==> config.mk <==
export PLATFORM = sky130hd
export DESIGN_NAME = fc_layer_sequencer_flat
export DESIGN_NICKNAME = d
export VERILOG_FILES = /design/src/rtl/fc_layer_sequencer_pkg.sv /design/src/rtl/fc_layer_sequencer_if.sv /design/src/rtl/fc_layer_sequencer_beat_counter.sv /design/src/rtl/fc_layer_sequencer.sv /design/src/flat_wrapper.sv
export SDC_FILE = /design/constraint.sdc
export NUM_CORES = 1
export LEC_CHECK = 0
export CORE_MARGIN = 4
export CORE_UTILIZATION = 32
export DETAILED_ROUTE_END_ITERATION = 10
export PLACE_DENSITY = 0.68
export SLEW_MARGIN = 40
export SYNTH_ARGS = -nofsm -noshare
export SYNTH_HDL_FRONTEND = slang
export SYNTH_HIERARCHICAL = 1
export SYNTH_SLANG_ARGS = --single-unit
==> constraint.sdc <==
create_clock -name clk -period 2.62 [get_ports clk]
set_input_delay 0.524 -clock clk [delete_from_list [all_inputs] [get_ports clk]]
set_output_delay 0.524 -clock clk [all_outputs]
set_load 0.01 [all_outputs]
==> src/rtl/fc_layer_sequencer_pkg.sv <==
// Shared types and defaults for the fully-connected layer sequencer.
package fc_seq_pkg;

  localparam int NUM_LAYERS = 3;

  typedef enum logic [2:0] {
    S_IDLE,
    S_CLR,
    S_MAC,
    S_FLUSH,
    S_WAIT,
    S_WR,
    S_NEXT,
    S_FIN
  } state_e;

  // Default network shape: input length and neuron count of each layer.
  localparam int DEF_L_IN  [NUM_LAYERS] = '{256, 100, 64};
  localparam int DEF_L_OUT [NUM_LAYERS] = '{100, 64, 10};

  function automatic int maxOf(input int a, input int b);
    return (a > b) ? a : b;
  endfunction

endpackage

==> src/rtl/fc_layer_sequencer_if.sv <==
// Control/address bundle between the sequencer, the top-level control FSM,
// the shared datapath and the activation/weight/bias memories.
interface fc_seq_if #(
  parameter int ADDR_W = 16
);
  logic              start;
  logic              stall;
  logic              busy;
  logic              done;
  logic              dp_ena;
  logic              dp_ena_add;
  logic              dp_acc_clr;
  logic [1:0]        dp_select;
  logic              act_rd_buf;
  logic [ADDR_W-1:0] act_rd_addr;
  logic [ADDR_W-1:0] w_addr;
  logic [ADDR_W-1:0] b_addr;
  logic              act_wr_buf;
  logic [ADDR_W-1:0] act_wr_addr;
  logic              act_we;

  modport master (
    input  start, stall,
    output busy, done, dp_ena, dp_ena_add, dp_acc_clr, dp_select,
           act_rd_buf, act_rd_addr, w_addr, b_addr,
           act_wr_buf, act_wr_addr, act_we
  );

  modport slave (
    output start, stall,
    input  busy, done, dp_ena, dp_ena_add, dp_acc_clr, dp_select,
           act_rd_buf, act_rd_addr, w_addr, b_addr,
           act_wr_buf, act_wr_addr, act_we
  );
endinterface

==> src/rtl/fc_layer_sequencer_beat_counter.sv <==
// Loadable down-counter timing the MAC, FLUSH and WAIT phases.
// term_o is high while the count sits at zero, i.e. on the last beat of a phase.
module fc_beat_counter #(
  parameter int W = 8
) (
  input  logic         clk,
  input  logic         rst,
  input  logic         load_i,
  input  logic [W-1:0] load_val_i,
  input  logic         dec_i,
  input  logic         stall_i,
  output logic         term_o
);

  logic [W-1:0] cnt_q;
  logic [W-1:0] cnt_d;

  // Next count: a stall freezes the count, a load wins over a decrement.
  always_comb begin
    cnt_d = cnt_q;
    if (!stall_i) begin
      if (load_i) begin
        cnt_d = load_val_i;
      end else if (dec_i && (cnt_q != '0)) begin
        cnt_d = cnt_q - W'(1);
      end
    end
  end

  // Count register with synchronous clear.
  always_ff @(posedge clk) begin
    if (rst) cnt_q <= '0;
    else     cnt_q <= cnt_d;
  end

  assign term_o = (cnt_q == '0);

endmodule

==> src/rtl/fc_layer_sequencer.sv <==
// Sequences the shared FC datapath through three layers, one neuron group
// at a time, and generates activation, weight and bias addresses.
module fc_layer_sequencer
  import fc_seq_pkg::*;
#(
  parameter int NUM_PARA = 1,
  parameter int L0_IN    = DEF_L_IN[0],
  parameter int L0_OUT   = DEF_L_OUT[0],
  parameter int L1_OUT   = DEF_L_OUT[1],
  parameter int L2_OUT   = DEF_L_OUT[2],
  parameter int MULT_LAT = 1,
  parameter int PIPE_LAT = 3,
  parameter int ADDR_W   = 16
) (
  input logic       clk,
  input logic       rst,
  fc_seq_if.master  bus
);

  localparam int MAX_LEN = maxOf(maxOf(maxOf(L0_IN, L0_OUT), maxOf(L1_OUT, L2_OUT)),
                                 maxOf(MULT_LAT, PIPE_LAT));
  localparam int CNT_W   = $clog2(MAX_LEN) + 1;

  state_e            state_q, state_d;
  logic [1:0]        layer_q, layer_d;
  logic [CNT_W-1:0]  group_q, group_d;
  logic [CNT_W-1:0]  k_q, k_d;
  logic [ADDR_W-1:0] wAddr_q, wAddr_d;
  logic              rdBuf_q, rdBuf_d;

  logic [CNT_W-1:0]  lenIn;
  logic [CNT_W-1:0]  numGroups;
  logic [ADDR_W-1:0] biasBase;
  logic [ADDR_W-1:0] groupAddr;

  logic              cntLoad, cntDec, cntTerm;
  logic [CNT_W-1:0]  cntLoadVal;
  logic              holdStep;
  logic              dpEna, dpEnaAdd, accClr, wrStrobe, donePulse;

  fc_beat_counter #(.W(CNT_W)) u_beat (
    .clk        (clk),
    .rst        (rst),
    .load_i     (cntLoad),
    .load_val_i (cntLoadVal),
    .dec_i      (cntDec),
    .stall_i    (holdStep),
    .term_o     (cntTerm)
  );

  // Per-layer geometry: input length, number of neuron groups, bias base.
  always_comb begin
    lenIn     = CNT_W'(L0_IN);
    numGroups = CNT_W'(L0_OUT / NUM_PARA);
    biasBase  = '0;
    case (layer_q)
      2'd1: begin
        lenIn     = CNT_W'(L0_OUT);
        numGroups = CNT_W'(L1_OUT / NUM_PARA);
        biasBase  = ADDR_W'(L0_OUT);
      end
      2'd2: begin
        lenIn     = CNT_W'(L1_OUT);
        numGroups = CNT_W'(L2_OUT / NUM_PARA);
        biasBase  = ADDR_W'(L0_OUT + L1_OUT);
      end
      default: ;
    endcase
  end

  // Next-state, counter updates and datapath strobes; a stall outside IDLE
  // reverts every update and suppresses every strobe so the step repeats.
  always_comb begin
    state_d    = state_q;
    layer_d    = layer_q;
    group_d    = group_q;
    k_d        = k_q;
    wAddr_d    = wAddr_q;
    rdBuf_d    = rdBuf_q;
    cntLoad    = 1'b0;
    cntLoadVal = '0;
    cntDec     = 1'b0;
    dpEna      = 1'b0;
    dpEnaAdd   = 1'b0;
    accClr     = 1'b0;
    wrStrobe   = 1'b0;
    donePulse  = 1'b0;
    holdStep   = bus.stall && (state_q != S_IDLE);

    case (state_q)
      S_IDLE: begin
        if (bus.start) begin
          state_d = S_CLR;
          layer_d = 2'd0;
          group_d = '0;
          k_d     = '0;
          wAddr_d = '0;
          rdBuf_d = 1'b0;
        end
      end
      S_CLR: begin
        accClr     = 1'b1;
        k_d        = '0;
        cntLoad    = 1'b1;
        cntLoadVal = lenIn - CNT_W'(1);
        state_d    = S_MAC;
      end
      S_MAC: begin
        dpEna    = 1'b1;
        dpEnaAdd = 1'b1;
        k_d      = k_q + CNT_W'(1);
        wAddr_d  = wAddr_q + ADDR_W'(1);
        if (cntTerm) begin
          cntLoad    = 1'b1;
          cntLoadVal = CNT_W'(MULT_LAT - 1);
          state_d    = S_FLUSH;
        end else begin
          cntDec = 1'b1;
        end
      end
      S_FLUSH: begin
        dpEna    = 1'b1;
        dpEnaAdd = 1'b1;
        if (cntTerm) begin
          cntLoad    = 1'b1;
          cntLoadVal = CNT_W'(PIPE_LAT - 1);
          state_d    = S_WAIT;
        end else begin
          cntDec = 1'b1;
        end
      end
      S_WAIT: begin
        dpEna = 1'b1;
        if (cntTerm) state_d = S_WR;
        else         cntDec  = 1'b1;
      end
      S_WR: begin
        wrStrobe = 1'b1;
        group_d  = group_q + CNT_W'(1);
        if ((group_q + CNT_W'(1)) == numGroups) state_d = S_NEXT;
        else                                    state_d = S_CLR;
      end
      S_NEXT: begin
        rdBuf_d = ~rdBuf_q;
        group_d = '0;
        if (layer_q == 2'd2) begin
          layer_d = 2'd0;
          state_d = S_FIN;
        end else begin
          layer_d = layer_q + 2'd1;
          state_d = S_CLR;
        end
      end
      S_FIN: begin
        donePulse = 1'b1;
        state_d   = S_IDLE;
      end
      default: state_d = S_IDLE;
    endcase

    if (holdStep) begin
      state_d   = state_q;
      layer_d   = layer_q;
      group_d   = group_q;
      k_d       = k_q;
      wAddr_d   = wAddr_q;
      rdBuf_d   = rdBuf_q;
      cntLoad   = 1'b0;
      cntDec    = 1'b0;
      dpEna     = 1'b0;
      dpEnaAdd  = 1'b0;
      accClr    = 1'b0;
      wrStrobe  = 1'b0;
      donePulse = 1'b0;
    end
  end

  // State and counter registers; reset aborts a run without any write.
  always_ff @(posedge clk) begin
    if (rst) begin
      state_q <= S_IDLE;
      layer_q <= 2'd0;
      group_q <= '0;
      k_q     <= '0;
      wAddr_q <= '0;
      rdBuf_q <= 1'b0;
    end else begin
      state_q <= state_d;
      layer_q <= layer_d;
      group_q <= group_d;
      k_q     <= k_d;
      wAddr_q <= wAddr_d;
      rdBuf_q <= rdBuf_d;
    end
  end

  assign groupAddr       = ADDR_W'(group_q) * ADDR_W'(NUM_PARA);

  assign bus.busy        = (state_q != S_IDLE);
  assign bus.done        = donePulse;
  assign bus.dp_ena      = dpEna;
  assign bus.dp_ena_add  = dpEnaAdd;
  assign bus.dp_acc_clr  = accClr;
  assign bus.dp_select   = layer_q;
  assign bus.act_rd_buf  = rdBuf_q;
  assign bus.act_rd_addr = ADDR_W'(k_q);
  assign bus.w_addr      = wAddr_q;
  assign bus.b_addr      = biasBase + groupAddr;
  assign bus.act_wr_buf  = (state_q != S_IDLE) && !rdBuf_q;
  assign bus.act_wr_addr = groupAddr;
  assign bus.act_we      = wrStrobe;

endmodule

==> src/flat_wrapper.sv <==
// flat-port wrapper written by rule: the top's interface ports become plain ports
module fc_layer_sequencer_flat import fc_seq_pkg::*;
#(
  parameter int NUM_PARA = 1,
  parameter int L0_IN    = DEF_L_IN[0],
  parameter int L0_OUT   = DEF_L_OUT[0],
  parameter int L1_OUT   = DEF_L_OUT[1],
  parameter int L2_OUT   = DEF_L_OUT[2],
  parameter int MULT_LAT = 1,
  parameter int PIPE_LAT = 3,
  parameter int ADDR_W   = 16
)
  (clk, rst, bus_start, bus_stall, bus_busy, bus_done, bus_dp_ena, bus_dp_ena_add, bus_dp_acc_clr, bus_dp_select, bus_act_rd_buf, bus_act_rd_addr, bus_w_addr, bus_b_addr, bus_act_wr_buf, bus_act_wr_addr, bus_act_we);
  fc_seq_if #(.ADDR_W(ADDR_W)) bus_i ();
  input logic clk;
  input logic rst;
  input wire logic [$bits(bus_i.start)-1:0] bus_start;
  input wire logic [$bits(bus_i.stall)-1:0] bus_stall;
  output wire logic [$bits(bus_i.busy)-1:0] bus_busy;
  output wire logic [$bits(bus_i.done)-1:0] bus_done;
  output wire logic [$bits(bus_i.dp_ena)-1:0] bus_dp_ena;
  output wire logic [$bits(bus_i.dp_ena_add)-1:0] bus_dp_ena_add;
  output wire logic [$bits(bus_i.dp_acc_clr)-1:0] bus_dp_acc_clr;
  output wire logic [$bits(bus_i.dp_select)-1:0] bus_dp_select;
  output wire logic [$bits(bus_i.act_rd_buf)-1:0] bus_act_rd_buf;
  output wire logic [$bits(bus_i.act_rd_addr)-1:0] bus_act_rd_addr;
  output wire logic [$bits(bus_i.w_addr)-1:0] bus_w_addr;
  output wire logic [$bits(bus_i.b_addr)-1:0] bus_b_addr;
  output wire logic [$bits(bus_i.act_wr_buf)-1:0] bus_act_wr_buf;
  output wire logic [$bits(bus_i.act_wr_addr)-1:0] bus_act_wr_addr;
  output wire logic [$bits(bus_i.act_we)-1:0] bus_act_we;
  assign bus_i.start = bus_start;
  assign bus_i.stall = bus_stall;
  assign bus_busy = bus_i.busy;
  assign bus_done = bus_i.done;
  assign bus_dp_ena = bus_i.dp_ena;
  assign bus_dp_ena_add = bus_i.dp_ena_add;
  assign bus_dp_acc_clr = bus_i.dp_acc_clr;
  assign bus_dp_select = bus_i.dp_select;
  assign bus_act_rd_buf = bus_i.act_rd_buf;
  assign bus_act_rd_addr = bus_i.act_rd_addr;
  assign bus_w_addr = bus_i.w_addr;
  assign bus_b_addr = bus_i.b_addr;
  assign bus_act_wr_buf = bus_i.act_wr_buf;
  assign bus_act_wr_addr = bus_i.act_wr_addr;
  assign bus_act_we = bus_i.act_we;
  fc_layer_sequencer #(.NUM_PARA(NUM_PARA), .L0_IN(L0_IN), .L0_OUT(L0_OUT), .L1_OUT(L1_OUT), .L2_OUT(L2_OUT), .MULT_LAT(MULT_LAT), .PIPE_LAT(PIPE_LAT), .ADDR_W(ADDR_W)) u_core (.clk(clk), .rst(rst), .bus(bus_i));
endmodule
* Yosys cells after proc, flatten, opt, wreduce, memory -nomap -nowiden *
Index checks and enable logic that the tools add are counted.
W data, S select, Z words.

storage, ports and cells
  logic and storage cells = 91
  flip-flop bits (word level) = 49

operators by class
  reductions and logical operators = 21
  eq/ne operators = 14
  bitwise operators = 2
  mux-type cells = 40
  add/sub/neg operators = 7

operators with widths
  kind                     number
  $pmux W9 S3              2
  $pmux W9 S2              2
  $pmux W16 S2             1
  $mux W9                  3
  $pmux W3 S8              1
  $add A9 B1 Y9 const B    2
  $mux W3                  6
  $sub A9 B1 Y9 const B    2
  $add A16 B1 Y16 const B  1
  $mux W1                  16
  $mux W16                 1
  $pmux W8 S2              1
  $pmux W7 S2              1
  $eq A3 B3 Y1 const B     4
  $reduce_and A3 Y1        4
  $add A8 B9 Y10           1
  $eq A9 B7 Y1             1
  $logic_not A9 Y1         1
  $reduce_bool A3 Y1       3
  $reduce_bool A9 Y1       1
  $eq A3 B2 Y1 const B     2
  $mux W2                  3
  $ne A2 B1 Y1 const B     3
  $reduce_bool A2 Y1       3
  other kinds (15)         19

* Logic depth before layout (Yosys ltp) *
Gate-level depths: netlist of run 1.

  word-level depth = 7
  gate-level depth with buffers = 11

* Hierarchy *
Netlist of run 1, hierarchy kept.

by module, submodules not included
  module              times used  area each (µm²)  cells an instance
  fc_layer_sequencer  1           2,778.9          346
  fc_beat_counter     1           653.1            80

* Worst setup path after synthesis of run 1 *
OpenSTA, ideal clock, no wires.

  kind = register to register
  from = register u_core.u_beat.cnt_q[4]
  to = register u_core.u_beat.cnt_q[7]
  setup time = 134 ps
  period minus slack after synthesis = 2,812 ps
  required time = 2,486 ps
  arrival time = 2,679 ps
  slack = -192 ps
  stages on the path, launching flop included = 10
  cells stage by stage = dfxtp_1 or4_4 nor4_1 nand2_1 a211oi_1 clkbuf_1 buf_2 a21oi_1 a21oi_1 o32ai_1

on the way
  elaborated cells on any way between the ends = 14
  those cells by class = add/sub (1); mux (8); reduce/logical (5)

RTL lines
  what                                 RTL line                                              text
  start, declared                      fc_layer_sequencer_beat_counter.sv:15                 logic [W-1:0] cnt_q;
  start signal, assigned               fc_layer_sequencer_beat_counter.sv:33                 else cnt_q <= cnt_d;
  $logic_not A9 Y1 (*)                 fc_layer_sequencer_beat_counter.sv:36                 assign term_o = (cnt_q == '0);
  named net u_core.cntTerm             fc_layer_sequencer.sv:36                              logic cntLoad, cntDec, cntTerm;
  $mux W1 (*)                          fc_layer_sequencer.sv:113, fc_layer_sequencer.sv:124
  $pmux W1 S2 (*)                      fc_layer_sequencer.sv:90                              case (state_q)
  $mux W1 (*)                          fc_layer_sequencer.sv:161                             if (holdStep) begin
  named net u_core.cntLoad             fc_layer_sequencer.sv:36
  $reduce_bool A2 Y1 (no source line)  --
  $reduce_and A2 Y1 (no source line)   --

The timed path passes the listed nets; every way through them passes the cells marked *. The select of a mux whose other input is x is not followed.
A chain may end at the register's enable or synchronous reset.

* Worst setup path in the final report of run 1 *
  from = register u_core.layer_q[0] (netlist: u_core/bus.dp_select[0])
  to = output port bus_b_addr[8]

on the way
  word-level cells in the longest chain between the ends = 3
  elaborated cells on any way between the ends = 4
  those cells by class = add/sub (1); eq/ne (2); mux (1)

ends and longest elaborated chain
  what                                                 RTL line                   text
  start, declared                                      fc_layer_sequencer.sv:25   logic [1:0] layer_q, layer_d;
  start signal, assigned                               fc_layer_sequencer.sv:189  layer_q <= layer_d;
  $eq A2 B2 Y1 / $eq A2 B1 Y1 (equally long branches)  fc_layer_sequencer.sv:56   case (layer_q)
  $pmux W8 S2 (*)                                      fc_layer_sequencer.sv:56
  $add A8 B9 Y10 (*)                                   fc_layer_sequencer.sv:208  assign bus.b_addr = biasBase + groupAddr;
  end, declared                                        flat_wrapper.sv:28         output wire logic [$bits(bus_i.b_addr)-1:0] bus_b_addr;

Every way passes the cells marked *; elsewhere a longest branch is shown, timed or not.

==> qor.yml, run 1 <==
timing:
  min_period_over_period_pct: 101
  finalSetupViolCount: 1
  finClkSkew_ns: 0.0120
  tightestPinTransition_ns: 0.611
  post-route-min-period_ns: 2.65
  max_freq_mhz: 378
  relSlewSlack_pct: 59.2
  slew_viol_final: 0
  rsz0062_at_grt: "yes"
  layout_setup_ws_ns: -0.0258
  hold_viol: 0
  fin_hold_ws_ns: 0.494
  tns_ns: -0.0258
clocking:
  clock_latency_ns: 0.32
  htreeDepth: 2
  cts.sinks: 49
  clockBufferDepth: 2
  root_buffer: "clkbuf_8"
  cts_tree: "yes"
  hold_buffers: 0
  cts_inserted_buffers: 5
  path_clk_slew_ns: 0.11
  cts_setup_buffers: 0
synthesis:
  synth.distinct_cells: 81
  ys_ff_latch: 49
  synth_compound_area_share_pct: 23.6
  synthAdderAreaFrac_pct: 4.74
  ys_top_cells_by_count: "dfxtp_1 (49), nor2_1 (49), a21oi_1 (37)"
  synthSimpleGateAreaFrac_pct: 26.1
  ys_seq_area_share_pct: 28.6
  synth_area_leaders: "dfxtp_1 (29%), buf_4 (5.9%), a21oi_1 (5.4%), nor2_1 (5.4%), ha_1 (4.7%)"
  synthesis.area_um2: 3430
  synth_top_family_by_area: "simple AND/OR/NAND/NOR gates"
  ys.flop_type: "dfxtp_1"
  yosysTopAreaCellShare_pct: 28.6
  synth-edff-count: 0
  synth_cells: 426
  synth_warnings: 6
  synth-xor-area-share_pct: 5.36
  muxShareOfSynthArea_pct: 0.583
  async_reset_ff_share_pct: 0
  netlist.top_cell.by_area: "dfxtp_1"
  syn_avg_cell_area_um2: 8.06
worst_setup_path:
  cp_top_family: "adder cells"
  crit_arrival_ns: 2.12
  worstPathCellList: "inv_2, ha_4, ha_4, ha_2, a31o_2, a21o_1, a21oi_2, xnor2_1, buf_2"
  cp_max_fo: 3
  cp.required_ns: 2.10
  critPathCaptureType: "output pin"
  worstSetupPathType: "flop to output pin"
  worst-path-buf-inv: 2
  start_kind: "flop"
  worst_path_most_repeated_cell: "ha_4"
  critPathSlowestCell: "dfxtp_2"
  slowest_delay_ns: 0.35
detailed_routing:
  wl_um: 8820
  ant_nets: 0
  num_vias: 3250
  first_pass_iters: 5
  initialDrtViolationCount: 108
  via_per_inst: 5.16
  drcViolationCount: 0
  routedWlPerCell_um: 14.0
run_status:
  failed_checks: "negative setup slack"
  status: "finished with violations"
die:
  start_util_pct: 33.1
  io_pins: 78
  num_rows: 37
  core-area_um2: 10400
  die_h_um: 112
  die_area_um2: 12400
  die_w_um: 112
global_routing:
  busiest_layer: "met2"
  met2_usage_pct: 22.6
  track_usage_pct: 13.8
  overflow: 0
  antenna_found_initial: 0
  grt_pass1_wl_um: 14700
  grt_max_degree: 31
  gr-usage-met1_pct: 18.3
  grtUsageMet3_pct: 3.04
  grt_pass1_vias: 3019
cells_and_area:
  final_nets: 510
  antenna_cells: 0
  drive_gt1_share_pct: 17.6
  final_cells: 630
  area_growth_syn_to_layout_pct: 24.9
  fillers: 1086
worst_hold_path:
  hp-class: "flop to flop"
placed_design:
  portBuffers: 57
  gp_congestion: 0.817
  place_inst: 622
  dp.final_hpwl_um: 6720
  post-place-ws_ns: -0.312
power_and_ir_drop:
  p_comb_share_pct: 33.9
  p_sw_share_pct: 37.5
  p_clk_share_pct: 24.7
  p_leak_nw: 1.54
  power_density_nw_per_um2: 469
  p_total_w: 0.00201
  share_seq_of_total_power_pct: 41.5
  irDropWorstVdd_mv: 0.248
  switching_power_w: 0.000754
  p_int_w: 0.00126
run:
  drv_cap: 0
[cell usage in the layout, fill, tap and decap left out, drive strengths merged, types with 5 or more instances in the layout]
cell type      count
inv               19
ha                13
nor2              53
xnor2             16
conb              20
a21oi             38
or3               11
buf               29
dfxtp             49
clkdlybuf4s50     51
nand2b            10
nand2             24
clkbuf             7
nor3              19
o32ai              6
xor2               5
o21ai             24
nand3             16
[state kept, by name, indices dropped and copies added, names as in the netlist]
| signal | count |
|---|---|
| u_core/bus.w_addr | 16 |
| u_core/group_q | 9 |
| u_core/k_q | 9 |
| u_core/u_beat/cnt_q | 9 |
| u_core/state_q | 3 |
| u_core/bus.dp_select | 2 |
| u_core/bus.act_rd_buf | 1 |
[worst paths after layout]
kind,start,end,slack (ns),depth (start not counted)
worst max-delay path,u_core/bus.dp_select[0],bus_b_addr[8],-0.03,9
worst min-delay path,u_core/u_beat/cnt_q[7],u_core/u_beat/cnt_q[7],0.49,2
worst max register to register,u_core/u_beat/cnt_q[4],u_core/state_q[1],0.13,8
worst min register to register,u_core/u_beat/cnt_q[7],u_core/u_beat/cnt_q[7],0.49,2
[cell type report]
cell class / count / area, µm² / share of cell area, %
Timing Repair Buffer: 84 / 751 / 17.5
Clock inverter: 3 / 26.3 / 0.613
Clock buffer: 5 / 68.8 / 1.60
Multi-Input combinational cell: 333 / 2210 / 51.4
Inverter: 20 / 80.1 / 1.87
Tap cell: 136 / 170 / 3.97
Sequential cell: 49 / 986 / 23.0
[layer usage]
layer / part of all wire [%] / vias to the layer above
met3: 5.3 / 11
met2: 47 / 94
li1: - / 1616
met1: 46 / 1529
met4: 1.2 / 0
met5: 0 / -
[power by group through the flow]
stage	Sequential, W	Clock, W	Combinational (W)
after global routing	0.000840	0.000542	0.000744
after global placement	0.000847	0	0.000655
after floorplan	0.000835	0	0.000525
after CTS	0.000832	0.000510	0.000673
final	0.000833	0.000496	0.000681
after detailed placement	0.000849	0	0.000670
[stage by stage]
stage,util (%),cell area [µm²]
CTS,41.3,4290
floorplan,-,3520
global route,41.3,4290
detailed placement,40.2,4170
global placement,40.2,4170
finish,41.3,4290
[cells by family (layout without fill, tap and decap cells)]
kind of cell	Yosys count	count (layout)
simple gates	167	167
compound gates	110	110
buf+inv	63	112
flops	49	49
xor+xnor	21	21
fa+ha+maj	13	13
mux	2	2
other cells	1	20
[timing repair]
item / 4_1_cts / 5_1_grt
endpoints found under the setup margin: 7 / 12
gates resized for setup: 22 / 9
pin swaps: 2 / 4
gates cloned: 0 / 0
endpoints found under the hold margin: 0 / 0
[worst register-to-register path: stages, from the launching register on]
cell     delay [ns]
dfxtp_1        0.38
or4_4          0.62
nor4_4         0.27
buf_4          0.18
o21ai_2        0.06
a31oi_4        0.26
nor2_2         0.06
or4_4          0.43
o22ai_2        0.18
No activity file was read; power rests on OpenSTA's default activity.
==> run 2, diff against run 1 <==
--- a/config.mk
+++ b/config.mk
@@ -5,7 +5,7 @@
 export SDC_FILE = /design/constraint.sdc
 export NUM_CORES = 1
 export LEC_CHECK = 0
-export CORE_MARGIN = 4
+export CORE_MARGIN = 2
 export CORE_UTILIZATION = 32
 export DETAILED_ROUTE_END_ITERATION = 10
 export PLACE_DENSITY = 0.68
==> qor.yml, run 2 (synthesis results as in run 1) <==
worst_setup_path:
  worstPathCellList: "inv_2, ha_4, ha_4, ha_4, a31o_4, a21o_1, a21oi_2, xnor2_1, buf_2"
  slowest_delay_ns: 0.35
  cp_max_fo: 3
  critPathCaptureType: "output pin"
  start_kind: "flop"
  crit_arrival_ns: 2.07
  cp.required_ns: 2.10
  worstSetupPathType: "flop to output pin"
  worst_path_most_repeated_cell: "ha_4"
  critPathSlowestCell: "dfxtp_2"
die:
  die_area_um2: 11600
  core-area_um2: 10400
  num_rows: 37
  start_util_pct: 33.1
  die_w_um: 108
  die_h_um: 108
  io_pins: 78
clocking:
  clock_latency_ns: 0.31
  clockBufferDepth: 2
  cts_tree: "yes"
  htreeDepth: 2
  root_buffer: "clkbuf_8"
  path_clk_slew_ns: 0.10
  cts_inserted_buffers: 5
  cts.sinks: 49
global_routing:
  grtUsageMet3_pct: 2.42
  track_usage_pct: 14.5
  busiest_layer: "met2"
  antenna_found_initial: 0
  grt_pass1_vias: 3009
  grt_max_degree: 32
  grt_pass1_wl_um: 13800
  met2_usage_pct: 23.8
  overflow: 0
  gr-usage-met1_pct: 19.7
detailed_routing:
  drcViolationCount: 0
  routedWlPerCell_um: 13.4
  via_per_inst: 5.08
  first_pass_iters: 5
  initialDrtViolationCount: 177
  wl_um: 8490
  num_vias: 3211
  ant_nets: 0
cells_and_area:
  drive_gt1_share_pct: 17.7
  area_growth_syn_to_layout_pct: 26.8
  largest_register_ffs: 16
  mostFrequentLayoutCells: "clkdlybuf4s50_1 (51), nor2_1 (49), dfxtp_1 (45)"
  antenna_cells: 0
  final_cells: 632
  final_nets: 512
  layout_commonest_cell: "clkdlybuf4s50_1"
timing:
  max_freq_mhz: 385
  min_period_over_period_pct: 99.1
  tns_ns: 0
  finalSetupViolCount: 0
  tightestPinTransition_ns: 0.602
  relSlewSlack_pct: 59.8
  hold_viol: 0
  slew_viol_final: 0
  post-route-min-period_ns: 2.60
  rsz0062_at_grt: "yes"
  finClkSkew_ns: 0.00708
run_status:
  status: "finished clean"
placed_design:
  portBuffers: 57
  place_inst: 622
  gp_congestion: 0.853
  dp.final_hpwl_um: 6350
run:
  drv_cap: 0
power_and_ir_drop:
  irDropWorstVdd_mv: 0.269
  power_density_nw_per_um2: 464
  p_leak_nw: 1.56
worst_hold_path:
  hp-class: "flop to flop"
## run 2: cell types whose count changed in the layout (fill, tap and decap cells not counted), sizes merged
cell	change
clkdlybuf4s15	+1
buf	+2
dlymetal6s2s	+1
clkbuf	-1
dlygate4sd2	-1
## run 2: final cells by class
cell class                      count  area (µm²)
Tap cell                          136         170
Sequential cell                    49         986
Clock inverter                      3        26.3
Timing Repair Buffer               86         774
Multi-Input combinational cell    333        2250
Clock buffer                        5        68.8
Inverter                           20        80.1
Fill cell                        1032        6020
## run 2: critical path: cells and delay by family (launching register included)
family / cells / cell delay, ns
adder cells (fa/ha/maj): 3 / 0.59
flip-flops: 1 / 0.35
XOR/XNOR: 1 / 0.12
AO/OA/AOI/OAI: 3 / 0.52
buffers and inverters: 2 / 0.19
## run 2: power breakdown
group          switching, W  internal, W  total (W)
Clock              0.000294     0.000195   0.000489
Combinational      0.000399     0.000294   0.000693
Sequential        0.0000572     0.000780   0.000838
## run 2: metal layers
metal	vias to the layer above	wire (µm)
li1	1614	-
met1	1496	4010
met2	93	3950
met3	8	444
met4	0	82
met5	-	0
## run 2: through the flow
| step | utilization [%] | total power [W] | setup slack [ns] | hold WS (ns) | instance area (µm²) |
|---|---|---|---|---|---|
| after CTS | 41.6 | 0.00202 | -0.0328 | 0.493 | 4310 |
| final | 42.0 | 0.00202 | 0.0246 | 0.497 | 4350 |
| after floorplan | - | 0.00136 | 0.0716 | 0.453 | 3520 |
| after detailed placement | 40.2 | 0.00153 | -0.310 | 0.478 | 4170 |
| after global routing | 42.0 | 0.00214 | -0.0676 | 0.512 | 4350 |
| after global placement | 40.2 | 0.00152 | -0.265 | 0.471 | 4170 |
## run 2: path summary, 6_finish.rpt
kind	start	end	slack [ns]	cells past startpoint
setup / recovery	u_core/bus.dp_select[0]	bus_b_addr[8]	0.02	9
hold / removal	u_core/u_beat/cnt_q[7]	u_core/u_beat/cnt_q[7]	0.50	2
setup reg to reg	u_core/u_beat/cnt_q[4]	u_core/state_q[1]	0.14	8
hold reg to reg	u_core/u_beat/cnt_q[7]	u_core/u_beat/cnt_q[7]	0.50	2
## run 2: timing repair
item                       CTS  global route
setup endpoints to repair    8            15
resized for setup           25             8
hold buffers                 0             0
setup buffers                1             1
pin swaps                    3             6
